--- config.mk ---
export PLATFORM = sky130hd
export DESIGN_NAME = hit_scanner
export DESIGN_NICKNAME = d
export VERILOG_FILES = /design/src/rtl/hit_scanner.sv
export SDC_FILE = /design/constraint.sdc
export NUM_CORES = 1
export LEC_CHECK = 0
export ABC_CLOCK_PERIOD_IN_PS = 14850
export CAP_MARGIN = 15
export CORE_MARGIN = 2
export CORE_UTILIZATION = 40
export DETAILED_ROUTE_END_ITERATION = 10
export PLACE_DENSITY_LB_ADDON = 0.1
export SLEW_MARGIN = 20
export SYNTH_ARGS = -nofsm -noshare
export SYNTH_HDL_FRONTEND = slang
export SYNTH_SLANG_ARGS = --single-unit
export TNS_END_PERCENT = 50
--- constraint.sdc ---
create_clock -name clk_clk -period 14.85 [get_ports clk_clk]
set_input_delay 2.97 -clock clk_clk [delete_from_list [all_inputs] [get_ports clk_clk]]
set_output_delay 2.97 -clock clk_clk [all_outputs]
set_load 0.01 [all_outputs]
--- src/rtl/hit_scanner.sv ---
// Frame-synchronous sprite collision scanner: snapshots positions on vsync fall, tests one pair per clock.
// Optional macro HIT_SAMUS_EN adds the Samus-vs-hazard pairs and drives samus_hit.
module hit_scanner #(
  parameter int BULLET_W  = 8,
  parameter int MONSTER_W = 16,
  parameter int KRAID_W   = 32,
  parameter int KRAID_H   = 48,
  parameter int PROJ_W    = 8,
  parameter int SAMUS_W   = 16,
  parameter int SAMUS_H   = 32
) (
  input  logic       clk_clk,
  input  logic       reset_reset_n,
  input  logic       vs,
  input  logic       bullet1_en,  input logic [9:0] bullet1_x,  input logic [9:0] bullet1_y,
  input  logic       bullet2_en,  input logic [9:0] bullet2_x,  input logic [9:0] bullet2_y,
  input  logic       bullet3_en,  input logic [9:0] bullet3_x,  input logic [9:0] bullet3_y,
  input  logic       monster1_en, input logic [9:0] monster1_x, input logic [9:0] monster1_y,
  input  logic       monster2_en, input logic [9:0] monster2_x, input logic [9:0] monster2_y,
  input  logic       monster3_en, input logic [9:0] monster3_x, input logic [9:0] monster3_y,
  input  logic       kraid_en,    input logic [9:0] kraid_x,    input logic [9:0] kraid_y,
  input  logic       kraid_spike_en, input logic [9:0] kraid_spike_x, input logic [9:0] kraid_spike_y,
  input  logic       kraid_throw_en, input logic [9:0] kraid_throw_x, input logic [9:0] kraid_throw_y,
  input  logic       samus_en,    input logic [9:0] samus_x,    input logic [9:0] samus_y,
  input  logic       hit_ack,
  output logic [2:0] bullet_hit,
  output logic [3:0] target_hit,
  output logic       samus_hit,
  output logic       hit_valid,
  output logic       overrun,
  output logic       busy
);

  typedef enum logic [1:0] {IDLE, SNAP, SCAN, DONE} state_t;

`ifdef HIT_SAMUS_EN
  localparam logic [4:0] LAST_P = 5'd17;
`else
  localparam logic [4:0] LAST_P = 5'd11;
`endif

  // Object slots: 0-2 bullets, 3-5 monsters, 6 Kraid, 7 spike, 8 throw, 9 Samus
  localparam int N_OBJ = 10;

  state_t                  state_r, state_s;
  logic                    vs_q_r;
  logic [4:0]              p_r;
  logic [N_OBJ-1:0][9:0]   x_r, y_r, in_x_s, in_y_s;
  logic [N_OBJ-1:0]        en_r, in_en_s;
  logic [2:0]              bullet_acc_r, bullet_hit_r;
  logic [3:0]              target_acc_r, target_hit_r;
  logic                    samus_hit_r, hit_valid_r, overrun_r, busy_r;
  logic [3:0]              a_idx_s, b_idx_s;
  logic                    hit_s;
`ifdef HIT_SAMUS_EN
  logic                    samus_acc_r;
`endif

  assign in_en_s = {samus_en, kraid_throw_en, kraid_spike_en, kraid_en, monster3_en, monster2_en,
                    monster1_en, bullet3_en, bullet2_en, bullet1_en};
  assign in_x_s  = {samus_x, kraid_throw_x, kraid_spike_x, kraid_x, monster3_x, monster2_x,
                    monster1_x, bullet3_x, bullet2_x, bullet1_x};
  assign in_y_s  = {samus_y, kraid_throw_y, kraid_spike_y, kraid_y, monster3_y, monster2_y,
                    monster1_y, bullet3_y, bullet2_y, bullet1_y};

  function automatic logic [10:0] obj_w(input logic [3:0] idx);
    case (idx)
      4'd0, 4'd1, 4'd2: obj_w = 11'(BULLET_W);
      4'd3, 4'd4, 4'd5: obj_w = 11'(MONSTER_W);
      4'd6:             obj_w = 11'(KRAID_W);
      4'd7, 4'd8:       obj_w = 11'(PROJ_W);
      4'd9:             obj_w = 11'(SAMUS_W);
      default:          obj_w = 11'd0;
    endcase
  endfunction

  function automatic logic [10:0] obj_h(input logic [3:0] idx);
    case (idx)
      4'd0, 4'd1, 4'd2: obj_h = 11'(BULLET_W);
      4'd3, 4'd4, 4'd5: obj_h = 11'(MONSTER_W);
      4'd6:             obj_h = 11'(KRAID_H);
      4'd7, 4'd8:       obj_h = 11'(PROJ_W);
      4'd9:             obj_h = 11'(SAMUS_H);
      default:          obj_h = 11'd0;
    endcase
  endfunction

  // Sums are 11 bits wide so boxes near x/y=1023 compare without wrapping
  function automatic logic overlap(input logic [9:0] ax, input logic [9:0] ay,
                                   input logic [10:0] aw, input logic [10:0] ah,
                                   input logic [9:0] bx, input logic [9:0] by,
                                   input logic [10:0] bw, input logic [10:0] bh);
    overlap = ({1'b0, ax} < ({1'b0, bx} + bw)) && ({1'b0, bx} < ({1'b0, ax} + aw)) &&
              ({1'b0, ay} < ({1'b0, by} + bh)) && ({1'b0, by} < ({1'b0, ay} + ah));
  endfunction

  // Pair decode: p<12 is bullet p/4 vs target p%4, beyond that Samus vs each hazard
  always_comb begin
    a_idx_s = 4'd0;
    b_idx_s = 4'd3;
    if (p_r < 5'd12) begin
      a_idx_s = {2'b00, p_r[3:2]};
      b_idx_s = (p_r[1:0] == 2'd3) ? 4'd6 : (4'd3 + {2'b00, p_r[1:0]});
    end else begin
      a_idx_s = 4'd9;
      case (p_r)
        5'd12:   b_idx_s = 4'd3;
        5'd13:   b_idx_s = 4'd4;
        5'd14:   b_idx_s = 4'd5;
        5'd15:   b_idx_s = 4'd6;
        5'd16:   b_idx_s = 4'd7;
        5'd17:   b_idx_s = 4'd8;
        default: b_idx_s = 4'd3;
      endcase
    end
    hit_s = en_r[a_idx_s] && en_r[b_idx_s] &&
            overlap(x_r[a_idx_s], y_r[a_idx_s], obj_w(a_idx_s), obj_h(a_idx_s),
                    x_r[b_idx_s], y_r[b_idx_s], obj_w(b_idx_s), obj_h(b_idx_s));
  end

  // Next-state logic
  always_comb begin
    state_s = state_r;
    case (state_r)
      IDLE: begin
        if (vs_q_r && !vs) state_s = SNAP;
        else               state_s = IDLE;
      end
      SNAP: state_s = SCAN;
      SCAN: begin
        if (p_r == LAST_P) state_s = DONE;
        else               state_s = SCAN;
      end
      DONE:    state_s = IDLE;
      default: state_s = IDLE;
    endcase
  end

  // State, vsync history, pair counter and busy flag
  always_ff @(posedge clk_clk or negedge reset_reset_n) begin
    if (!reset_reset_n) begin
      state_r <= IDLE;
      vs_q_r  <= 1'b1;
      p_r     <= 5'd0;
      busy_r  <= 1'b0;
    end else begin
      state_r <= state_s;
      vs_q_r  <= vs;
      busy_r  <= (state_s != IDLE);
      if (state_r == SNAP)      p_r <= 5'd0;
      else if (state_r == SCAN) p_r <= p_r + 5'd1;
    end
  end

  // Snapshot bank and hit accumulators
  always_ff @(posedge clk_clk or negedge reset_reset_n) begin
    if (!reset_reset_n) begin
      x_r          <= '0;
      y_r          <= '0;
      en_r         <= '0;
      bullet_acc_r <= 3'd0;
      target_acc_r <= 4'd0;
`ifdef HIT_SAMUS_EN
      samus_acc_r  <= 1'b0;
`endif
    end else if (state_r == SNAP) begin
      x_r          <= in_x_s;
      y_r          <= in_y_s;
      en_r         <= in_en_s;
      bullet_acc_r <= 3'd0;
      target_acc_r <= 4'd0;
`ifdef HIT_SAMUS_EN
      samus_acc_r  <= 1'b0;
`endif
    end else if (state_r == SCAN && hit_s) begin
      if (p_r < 5'd12) begin
        bullet_acc_r <= bullet_acc_r | (3'b001 << p_r[3:2]);
        target_acc_r <= target_acc_r | (4'b0001 << p_r[1:0]);
      end else begin
`ifdef HIT_SAMUS_EN
        samus_acc_r  <= 1'b1;
`endif
      end
    end
  end

  // Result registers; a DONE in the same cycle as hit_ack keeps hit_valid set
  always_ff @(posedge clk_clk or negedge reset_reset_n) begin
    if (!reset_reset_n) begin
      bullet_hit_r <= 3'd0;
      target_hit_r <= 4'd0;
      samus_hit_r  <= 1'b0;
      hit_valid_r  <= 1'b0;
      overrun_r    <= 1'b0;
    end else if (state_r == DONE) begin
      bullet_hit_r <= bullet_acc_r;
      target_hit_r <= target_acc_r;
`ifdef HIT_SAMUS_EN
      samus_hit_r  <= samus_acc_r;
`else
      samus_hit_r  <= 1'b0;
`endif
      hit_valid_r  <= 1'b1;
      overrun_r    <= hit_valid_r | (overrun_r & ~hit_ack);
    end else if (hit_ack) begin
      hit_valid_r  <= 1'b0;
      overrun_r    <= 1'b0;
    end
  end

  assign bullet_hit = bullet_hit_r;
  assign target_hit = target_hit_r;
  assign samus_hit  = samus_hit_r;
  assign hit_valid  = hit_valid_r;
  assign overrun    = overrun_r;
  assign busy       = busy_r;

endmodule

==> flow_metrics.py <==
metrics = {
    "run_status": {
        "outcome": "finished clean",
    },
    "clock_network": {
        "cts_buffers": 27,
        "clock-root-buffer": "clkbuf_16",
        "max-clock-path-buffers": 3,
        "hold_buffers": 0,
        "insertion_delay_ns": 0.56,
        "htree_levels": 1,
        "cts.repair.resized": 0,
        "cts.sinks": 233,
        "postCtsSetupBuffers": 0,
        "cts_tree": "yes",
        "clk_pin_slew_ns": 0.07,
    },
    "logic_synthesis": {
        "ys_warn_count": 0,
        "synth_area_mm2": 0.0130,
        "synth.top_cells.by_count": "dfrtp_1 (232), mux2_2 (218), nand2_1 (137)",
        "synth-edff-count": 0,
        "synth_most_common_cell": "dfrtp_1",
        "synthArstFlopShare_pct": 100,
        "syn_avg_cell_area_um2": 11.1,
        "synthTopCellsByArea": "dfrtp_1 (44%), mux2_2 (19%), ha_1 (5.5%)",
        "ys_ff_latch": 233,
        "yosysSeqAreaShare_pct": 44.7,
        "synth.top_cell.area_share_pct": 44.5,
        "yosys.area.top_type": "dfrtp_1",
        "synth_flop_cell": "dfrtp_1",
        "ys_types": 78,
        "syn-instance-count": 1173,
    },
    "global_route": {
        "top_usage_layer": "met2",
        "gr-usage-met1_pct": 30.2,
        "grt_usage_pct": 22.3,
        "antenna_found_initial": 3,
        "grtUsageMet3_pct": 5.39,
        "met2_usage_pct": 35.7,
        "grt_max_degree": 107,
        "grt_pass1_wl_mm": 58.2,
        "grt_overflow": 0,
        "grt_pass1_vias": 10000,
    },
    "worst_setup_path": {
        "worstReg2RegEnd": "target_acc_r[0]",
        "slowest_stage": "nand4bb_1",
        "critical_path_required_ns": 15.32,
        "critPathMaxStageDelay_ns": 0.56,
        "crit_type": "reg -> reg",
        "cp_common_cell": "buf_4",
        "cp_num_buf_inv": 4,
        "crit_path_start_kind": "register",
        "regToRegSetupSlack_ns": 7.99,
        "crit_family": "compound AO/OA/AOI/OAI gates",
        "reg2reg_from": "p_r[4]",
        "arrival_ns": 7.33,
        "reg2reg_depth": 26,
        "cp_max_fo": 39,
        "worstSetupEndpointType": "register",
    },
    "timing": {
        "setup_violations": 0,
        "worst_slew_pin_slew_ns": 1.10,
        "hold_violations": 0,
        "fmax_mhz": 146,
        "setup_tns_ns": 0,
        "grt_setup_unrepaired": "false",
        "layout_worst_path_cycle_share_pct": 46.2,
        "finalClockSkew_ns": 0.0278,
        "slew_viol_final": 0,
        "slew_headroom_pct": 26.9,
        "min_period_ns": 6.86,
    },
    "placement": {
        "place_congestion": 0.883,
        "hpwlAfterDp_mm": 26.4,
        "place.port_buffers": 221,
    },
    "floorplan": {
        "die_h_um": 185,
        "rows": 66,
        "start_util_pct": 40.4,
        "core_area_mm2": 0.0323,
        "die_area_mm2": 0.0341,
        "die_width_um": 185,
        "io-pin-count": 225,
    },
    "layout": {
        "n_antenna_cell": 0,
        "layout-drive-gt1-share_pct": 23.1,
        "fin_util_pct": 51.3,
        "areaGrowthSynthToFinish_pct": 26.9,
        "final_nets": 1648,
        "fillers": 2932,
    },
    "drt": {
        "vias": 9810,
        "wl_mm": 37.7,
        "wl_per_cell_um": 20.5,
        "drt_pass1_iterations": 5,
        "drt_iter0_markers": 604,
        "post-route-drc-count": 0,
        "ant_nets": 0,
        "vias_per_cell": 5.35,
    },
    "hold_path": {
        "hold_end": "bullet_hit[0]",
        "holdPathStages": 1,
        "hp-class": "reg -> reg",
        "worstHoldStart": "bullet_acc_r[0]",
    },
    "job": {
        "drv_cap": 0,
    },
}
## worst max-delay path by stage
| stage | startpoint | to | slack, ns | cells after the start |
|---|---|---|---|---|
| after global routing | p_r[4] | bullet_acc_r[0] | 7.59 | 26 |
| after floorplan | p_r[2] | bullet_acc_r[0] | 8.93 | 31 |
| after detailed placement | p_r[4] | bullet_acc_r[2] | 8.04 | 26 |
| after CTS | p_r[4] | target_acc_r[0] | 7.99 | 26 |
| after global placement | p_r[4] | bullet_acc_r[0] | 8.10 | 26 |
| final | p_r[4] | target_acc_r[0] | 7.99 | 26 |
## stage by stage
stage | area [µm²] | hold WS, ns | setup slack (ns) | cells
after floorplan | 13100 | 0.471 | 8.93 | 1175
after global placement | 15700 | 0.483 | 8.10 | 1786
after detailed placement | 15700 | 0.486 | 8.04 | 1786
after CTS | 16600 | 0.499 | 7.99 | 1835
after global routing | 16600 | 0.516 | 7.59 | 1835
final | 16600 | 0.495 | 7.99 | 1835
## worst reg2reg max path: stages (launching register included)
cell,delay (ns)
dfrtp_1,0.50
buf_4,0.29
nand4bb_1,0.57
o311ai_4,0.30
a2bb2oi_2,0.26
nor2_4,0.37
buf_4,0.42
buf_4,0.47
nand2_1,0.12
nand3_1,0.08
and3_1,0.21
a31oi_1,0.06
o21ai_0,0.30
ha_1,0.24
inv_1,0.06
fa_1,0.43
ha_1,0.31
a21o_1,0.19
a21o_1,0.17
a21oi_1,0.16
nor2b_1,0.06
o21ai_0,0.15
nand2_1,0.07
a21oi_1,0.16
a32oi_2,0.11
a2111oi_4,0.51
a31o_1,0.24
## routing by layer
metal  vias up  wire length, µm  share of wire (%)
li1       4622                -                  -
met1      4858            16800                 45
met2       271            17200                 46
met3        53             2700                7.2
met4         6              954                2.5
met5         -               42               0.11
## area by class of cell
class	count	area [µm²]	share of cell area, %
Multi-Input combinational cell	833	6770	40.9
Sequential cell	233	5830	35.2
Timing Repair Buffer	237	2340	14.1
Clock buffer	37	763	4.61
Tap cell	442	553	3.34
Inverter	41	159	0.960
Clock inverter	12	144	0.869
## sequential cells by signal, indices dropped and copies added (netlist names)
name          flops
bullet_acc_r      3
overrun           1
bullet_hit        3
hit_valid         1
y_r             100
vs_q_r            1
target_acc_r      4
state_r           2
busy              1
x_r             100
p_r               5
en_r              8
target_hit        4
## cell usage in the layout (no fill, tap or decap), drive strengths merged, types with 5 or more instances in the layout
cell / n
clkinv: 6
a31o: 8
nand3: 65
dfrtp: 232
a21oi: 37
buf: 17
mux2: 221
and3: 7
o21ai: 39
nor2b: 13
mux4: 5
a22o: 9
clkdlybuf4s50: 220
inv: 42
nand4: 6
clkbuf: 37
a21o: 27
mux2i: 36
xnor2: 15
a22oi: 7
xor2: 6
a221o: 6
nor3: 6
o22ai: 17
nand2: 140
nor2: 36
a31oi: 13
ha: 57
## kinds of logic (layout without fill, tap and decap cells)
kind of cell / after synthesis / count (layout) / synth area share (%)
and+or+nand+nor: 291 / 291 / 10.3
muxes: 262 / 262 / 22.7
DFF: 233 / 233 / 44.7
AOI/OAI and AO/OA: 195 / 195 / 11.1
buffers and inverters: 109 / 327 / 3.68
adders and majority gates: 61 / 61 / 6.08
xor gates and xnor gates: 21 / 21 / 1.41
other: 1 / 3 / 0.0287
Power is not shown: default switching activity piles up to over one toggle a cycle in this logic, so the estimate is an artifact.
